===== src/rtl/nark_alu_pkg.sv =====
// rtl/nark_alu_pkg.sv - shared ALU op codes and shift unit state encoding
package nark_alu_pkg;

    typedef enum logic [2:0] {
        SHL = 3'd0,
        SHR = 3'd1,
        ASR = 3'd2,
        ROL = 3'd3,
        ROR = 3'd4,
        RCL = 3'd5,
        RCR = 3'd6,
        NOP = 3'd7
    } shift_op_t;

    typedef enum logic [1:0] {
        IDLE  = 2'd0,
        SHIFT = 2'd1,
        DONE  = 2'd2
    } state_t;

endpackage


===== src/rtl/shift_step.sv =====
// rtl/shift_step.sv - one-bit-position shift/rotate step on a value and carry
module shift_step
    import nark_alu_pkg::*;
#(
    parameter int WIDTH = 8
) (
    input  logic [2:0]       op,
    input  logic [WIDTH-1:0] v,
    input  logic             c,
    output logic [WIDTH-1:0] v_next,
    output logic             c_next
);

    always_comb begin
        v_next = v;
        c_next = c;
        case (op)
            SHL: begin
                c_next = v[WIDTH-1];
                v_next = {v[WIDTH-2:0], 1'b0};
            end
            SHR: begin
                c_next = v[0];
                v_next = {1'b0, v[WIDTH-1:1]};
            end
            ASR: begin
                c_next = v[0];
                v_next = {v[WIDTH-1], v[WIDTH-1:1]};
            end
            ROL: begin
                c_next = v[WIDTH-1];
                v_next = {v[WIDTH-2:0], v[WIDTH-1]};
            end
            ROR: begin
                c_next = v[0];
                v_next = {v[0], v[WIDTH-1:1]};
            end
            // Rotate-through-carry treats {c, v} as one WIDTH+1 bit ring.
            RCL: begin
                c_next = v[WIDTH-1];
                v_next = {v[WIDTH-2:0], c};
            end
            RCR: begin
                c_next = v[0];
                v_next = {c, v[WIDTH-1:1]};
            end
            default: begin
                v_next = v;
                c_next = c;
            end
        endcase
    end

endmodule


===== src/rtl/shift_rotate_unit.sv =====
// rtl/shift_rotate_unit.sv - iterative shift/rotate unit feeding the carry and zero flag registers
module shift_rotate_unit
    import nark_alu_pkg::*;
#(
    parameter int WIDTH = 8,
    parameter int AMT_W = 4
) (
    input  logic             CLK,
    input  logic             RST,
    input  logic             START,
    input  logic [2:0]       OP,
    input  logic [AMT_W-1:0] AMT,
    input  logic [WIDTH-1:0] OPERAND,
    input  logic             CARRY_IN,
    output logic             BUSY,
    output logic             DONE,
    output logic [WIDTH-1:0] RESULT,
    output logic             CARRY_WRITE,
    output logic             CARRY_OUT,
    output logic             ZERO_WRITE,
    output logic             ZERO_OUT
);

    state_t           state;
    logic [2:0]       op_r;
    logic [WIDTH-1:0] work_v;
    logic             work_c;
    logic [AMT_W-1:0] cnt;
    logic [WIDTH-1:0] step_v;
    logic             step_c;

    shift_step #(.WIDTH(WIDTH)) u_step (
        .op     (op_r),
        .v      (work_v),
        .c      (work_c),
        .v_next (step_v),
        .c_next (step_c)
    );

    always_ff @(negedge CLK or negedge RST) begin
        if (!RST) begin
            state       <= IDLE;
            op_r        <= NOP;
            work_v      <= '0;
            work_c      <= 1'b0;
            cnt         <= '0;
            BUSY        <= 1'b0;
            DONE        <= 1'b0;
            RESULT      <= '0;
            CARRY_WRITE <= 1'b0;
            CARRY_OUT   <= 1'b0;
            ZERO_WRITE  <= 1'b0;
            ZERO_OUT    <= 1'b1;
        end else begin
            case (state)
                IDLE: begin
                    DONE        <= 1'b0;
                    CARRY_WRITE <= 1'b0;
                    ZERO_WRITE  <= 1'b0;
                    if (START) begin
                        op_r   <= OP;
                        work_v <= OPERAND;
                        work_c <= CARRY_IN;
                        cnt    <= AMT;
                        // Zero-length and NOP operations skip SHIFT and finish with the operand untouched.
                        if (OP == NOP || AMT == '0) begin
                            state      <= nark_alu_pkg::DONE;
                            DONE       <= 1'b1;
                            RESULT     <= OPERAND;
                            CARRY_OUT  <= CARRY_IN;
                            ZERO_OUT   <= (OPERAND == '0);
                            ZERO_WRITE <= (OP != NOP);
                        end else begin
                            state <= SHIFT;
                            BUSY  <= 1'b1;
                        end
                    end
                end
                SHIFT: begin
                    if (cnt == AMT_W'(1)) begin
                        state       <= nark_alu_pkg::DONE;
                        BUSY        <= 1'b0;
                        DONE        <= 1'b1;
                        RESULT      <= step_v;
                        CARRY_OUT   <= step_c;
                        ZERO_OUT    <= (step_v == '0);
                        ZERO_WRITE  <= 1'b1;
                        CARRY_WRITE <= 1'b1;
                    end
                    work_v <= step_v;
                    work_c <= step_c;
                    cnt    <= cnt - AMT_W'(1);
                end
                nark_alu_pkg::DONE: begin
                    state       <= IDLE;
                    DONE        <= 1'b0;
                    CARRY_WRITE <= 1'b0;
                    ZERO_WRITE  <= 1'b0;
                end
                default: begin
                    state <= IDLE;
                    BUSY  <= 1'b0;
                    DONE  <= 1'b0;
                end
            endcase
        end
    end

endmodule

===== config.mk =====
export PLATFORM = sky130hd
export DESIGN_NAME = shift_rotate_unit
export DESIGN_NICKNAME = d
export VERILOG_FILES = /design/src/rtl/nark_alu_pkg.sv /design/src/rtl/shift_step.sv /design/src/rtl/shift_rotate_unit.sv
export SDC_FILE = /design/constraint.sdc
export NUM_CORES = 1
export LEC_CHECK = 0
export CAP_MARGIN = 20
export CORE_ASPECT_RATIO = 1.25
export CORE_MARGIN = 2
export CORE_UTILIZATION = 58
export DETAILED_ROUTE_END_ITERATION = 7
export GPL_TIMING_DRIVEN = 0
export HOLD_SLACK_MARGIN = 0.12
export PLACE_DENSITY = 0.95
export SKIP_LAST_GASP = 1
export SLEW_MARGIN = 15
export SYNTH_ARGS = -nofsm -noshare
export SYNTH_HDL_FRONTEND = slang
export SYNTH_SLANG_ARGS = --single-unit

===== constraint.sdc =====
create_clock -name CLK -period 2.9 [get_ports CLK]
set_input_delay 0.58 -clock CLK [delete_from_list [all_inputs] [get_ports CLK]]
set_output_delay 0.58 -clock CLK [all_outputs]
set_load 0.005 [all_outputs]

; ---- Word level (Yosys, flattened, before mapping)
; Index checks and enable logic that the tools add are counted.
[totals]
regBits = 32
input_bits = 19
wordCells = 84
[op_classes]
n_addsub = 1
eq_ne = 15
n_mux = 36
n_bitwise = 1
n_reduce_logical = 19
[op_table]
columns = cell, n
row1 = $pmux 8 s7, 1
row2 = $mux 8, 4
row3 = $pmux 8 s2, 2
row4 = $logic_not 8->1, 2
row5 = $mux 1, 15
row6 = $eq 3x3->1 const B, 4
row7 = $pmux 1 s2, 6
row8 = $reduce_and 2->1, 5
row9 = $ne 2x2->1 const B, 4
row10 = $pmux 4 s2, 1
row11 = $reduce_and 4->1, 2
row12 = $eq 3x2->1 const B, 2
row13 = $mux 2, 3
row14 = $pmux 1 s3, 2
row15 = $eq 4x1->1 const B, 1
row16 = $logic_not 4->1, 1
row17 = $mux 4, 1
row18 = $pmux 2 s2, 1
row19 = $reduce_bool 2->1, 2
row20 = $reduce_or 4->1, 1
row21 = $sub 4x1->4 const B, 1
row22 = $eq 3x1->1 const B, 1
row23 = $logic_not 3->1, 1
row24 = $ne 3x3->1 const B, 1
row25 = 8 further kinds, 8

; ---- Logic depth before layout (Yosys ltp)
[logic_depth]
depth_word = 5
mapped_depth = 10

; ---- Modules after synthesis
; From an unflattened synthesis, not the netlist that was laid out.
[hier_totals]
hier_cells = 210
hier_area_um2 = 2077.0
[modules_own_cells]
columns = module, n_inst, cells_per_inst, area_each_um2
row1 = shift_rotate_unit, 1, 147, 1612.8
row2 = shift_step, 1, 63, 464.2

==> run metrics <==
status=finished with violations; Synth top area share=34.17%; Yosys cell types=45; Worst Hold Depth=2; NumNets Final=321; ant diodes=0; ys async rst share=100.0%; Comb power frac=64.9%; Core Rows=24; hold slack=0.5008 ns; post-synth top area cell=dfrtn_1; reg2reg end=work_v[6]$_DFFE_NN0P_; Die Ht=70.48 um; ANT nets after route=0; crit-path max FO=4; Critical R2R Launch=state[1]$_DFFE_NN0P_; Die ar.=4030 sq um; number of synthesized register bits=32; CTS tree=built; Max Cap Viol=0; Crit path arrival time=1.84 ns; Net Switching=1.981 mW; Final Wtd Congestion=0.9267; Design Power=3.950 mW; vias post-DR=2486; TritonCTS Buffers=5; crit-path cells=buf_6, or4_4, nand3_4, o211ai_4, mux2_4; largest net degree at the start of global routing=33; met1 Resource Use GR=43.36%; Worst Path Buf+Inv=1; Port Buffers=32; initial cell density of the core=59.90%; pwr/cell area=1417 nW/um^2; worst setup margin=-0.2467 ns; Min-Delay Startpoint=RESULT[3]$_DFFE_NN0P_; vias in the first global route=2230; Area Overhead vs Synth=35.88%; synth top area cells=dfrtn_1 (34%), mux2i_1 (6.8%), o21ai_0 (6.1%), a21oi_1 (5.6%), dfstp_2 (5.1%); static leakage=1.278 nW; most frequent cell after synthesis=dfrtn_1; Worst path max stage delay=0.57 ns; initial antenna violation count=0; Hold-fix buffers, CTS=0; Worst-path clk slew=0.05 ns; root buf cell=clkbuf_8; Remaining DRCs=20; final wirelength=8755 um; Crit Path Class=primary input to flop; synth warn=0; Crit path required time=1.59 ns; delay-heaviest family, CP=simple AND/OR/NAND/NOR gates; Die Wd=57.19 um; syn avg cell area=8.878 sq um; violated checks=DRC, setup timing; Worst Hold Class=flop to flop; HPWL after detailed placement=3927 um; R2R cell count=8; r2r setup slk=0.51 ns; share of power burned in registers=24.9%; clock group share of total power=10.2%; syn_nets=256; nature of the critical path endpoint=flop; Internal Power=1.968 mW; RSZ-0062 raised after global routing=yes; initial DRC count=291; number of top-level pins=33; relative slew slack=49.74%; worst skew pair latency=0.36 ns; Worst Skew=0.06289 ns; most crowded layer after global routing=met2; Remaining Overflow, GRT=0; share of layout cells above drive strength 1=36.70%; Critical-path top delay cell=or4_4; WL/cell=26.06 um; Via-to-Cell Ratio=7.399; GR Util All Layers=37.00%; Post-Syn Area=2051 sq um; M2 GR Usage=64.37%; Pre-antenna DRT Iters=8; Clock Tree Buf Depth=2; top_reg_cell synth=dfrtn_1; area of the core=3423 sq um; Syn Inst Count=231; Hold Fails Final Rpt=0; Final Slew Violations=0; post-layout util=81.40%; first-pass GRT wire length=11300 um; startpoint types=primary input; Post-synth top cells=dfrtn_1 (28), o21ai_0 (25), nand2_1 (24); switching share of total power=50.17%; maximum VDD drop=0.001183 V; Final setup viols=27; Worst Hold End=RESULT[3]$_DFFE_NN0P_; CTS H-Tree Depth=2; Post-synth EDFFs=0; filler instances=182; GRT met3 Usage=6.111%; Slew @ Worst Pin=0.7538 ns; Sink Count=32; Seq/Total Area, Yosys=39.29%
## layout by cell type (no fill, tap or decap), types with 6 or more instances in the layout
cell type	instances
nor2_1	17
inv_1	12
o21ai_2	9
mux2i_1	14
dfrtn_1	28
buf_4	23
o21ai_0	19
buf_2	22
ha_1	6
clkdlybuf4s50_1	9
nand2_1	14
buf_6	6
a21oi_1	21
clkbuf_8	6
nand2_4	7
## cells by family after synthesis
family | synth area share [%]
fa+ha+maj | 3.661
compound gates | 21.90
flops | 39.29
simple gates | 17.63
mux | 11.59
xor+xnor | 0.4272
buf+inv | 5.491
## metrics by stage
stage | area (sq um) | instances | setup TNS [ns] | setup slack [ns]
6_report | 2786 | 336 | -3.333 | -0.2467
3_5_place_dp | 2426 | 302 | -20.78 | -0.9542
2_1_floorplan | 2062 | 231 | -3.376 | -0.3172
3_3_place_gp | 2431 | 302 | -39.57 | -0.8849
5_1_grt | 2786 | 336 | -3.208 | -0.2416
4_1_cts | 2668 | 331 | -2.329 | -0.2264
## state kept, by name (all words and copies together) (netlist names)
register     flops
work_c           1
op_r             3
work_v           8
RESULT           8
BUSY             1
state            2
cnt              4
ZERO_WRITE       1
CARRY_WRITE      1
CARRY_OUT        1
ZERO_OUT         1
DONE             1
## power by group through the flow
stage                     clock (mW)  sequential [mW]  combinational [mW]
final                          0.404            0.982                2.56
after global routing           0.422            0.993                2.63
after global placement        0.0107            0.907                1.75
after detailed placement      0.0107            0.920                1.83
after CTS                      0.378            0.920                2.12
after floorplan               0.0107            0.874                1.31
## per-layer routing
metal  vias to the layer above  routed length [um]
li1                        956                   -
met5                         -                   0
met2                       291                3801
met3                       114                1109
met4                         0                 992
met1                      1125                2852
## worst min-delay path, delay by kind of cell (launching register included)
| family | cells | cell delay [ns] |
|---|---|---|
| and+or+nand+nor | 1 | 0.05 |
| AOI/OAI and AO/OA | 1 | 0.05 |
| DFF | 1 | 0.48 |
## worst max-delay path by stage
| stage | start | to | depth (start not counted) |
|---|---|---|---|
| floorplan | AMT[0] | RESULT[7]$_DFFE_NN0P_ | 4 |
| global placement | AMT[0] | RESULT[1]$_DFFE_NN0P_ | 7 |
| detailed placement | AMT[0] | CARRY_OUT$_DFFE_NN0P_ | 7 |
| CTS | AMT[3] | RESULT[7]$_DFFE_NN0P_ | 5 |
| global route | AMT[1] | RESULT[7]$_DFFE_NN0P_ | 5 |
| finish | AMT[1] | RESULT[7]$_DFFE_NN0P_ | 5 |
## layout make-up
cell class,instances,area [sq um],share of cell area [%]
sequential,32,805.8,28.92
timing repair buffer,55,417.9,15.00
buffer,14,82.58,2.964
clock buffer,6,82.58,2.964
multi-input combinational,175,1291,46.34
tap,39,48.80,1.751
inverter,9,33.78,1.212
clock inverter,6,23.77,0.8532
## repair_timing
action / 4_1_cts / 5_1_grt
cloned: 1 / 0
resized for setup: 104 / 21
setup endpoints to repair: 42 / 30
pin swaps: 12 / 6
buffers inserted: 17 / 5
Power figures use the tool's default switching activity.
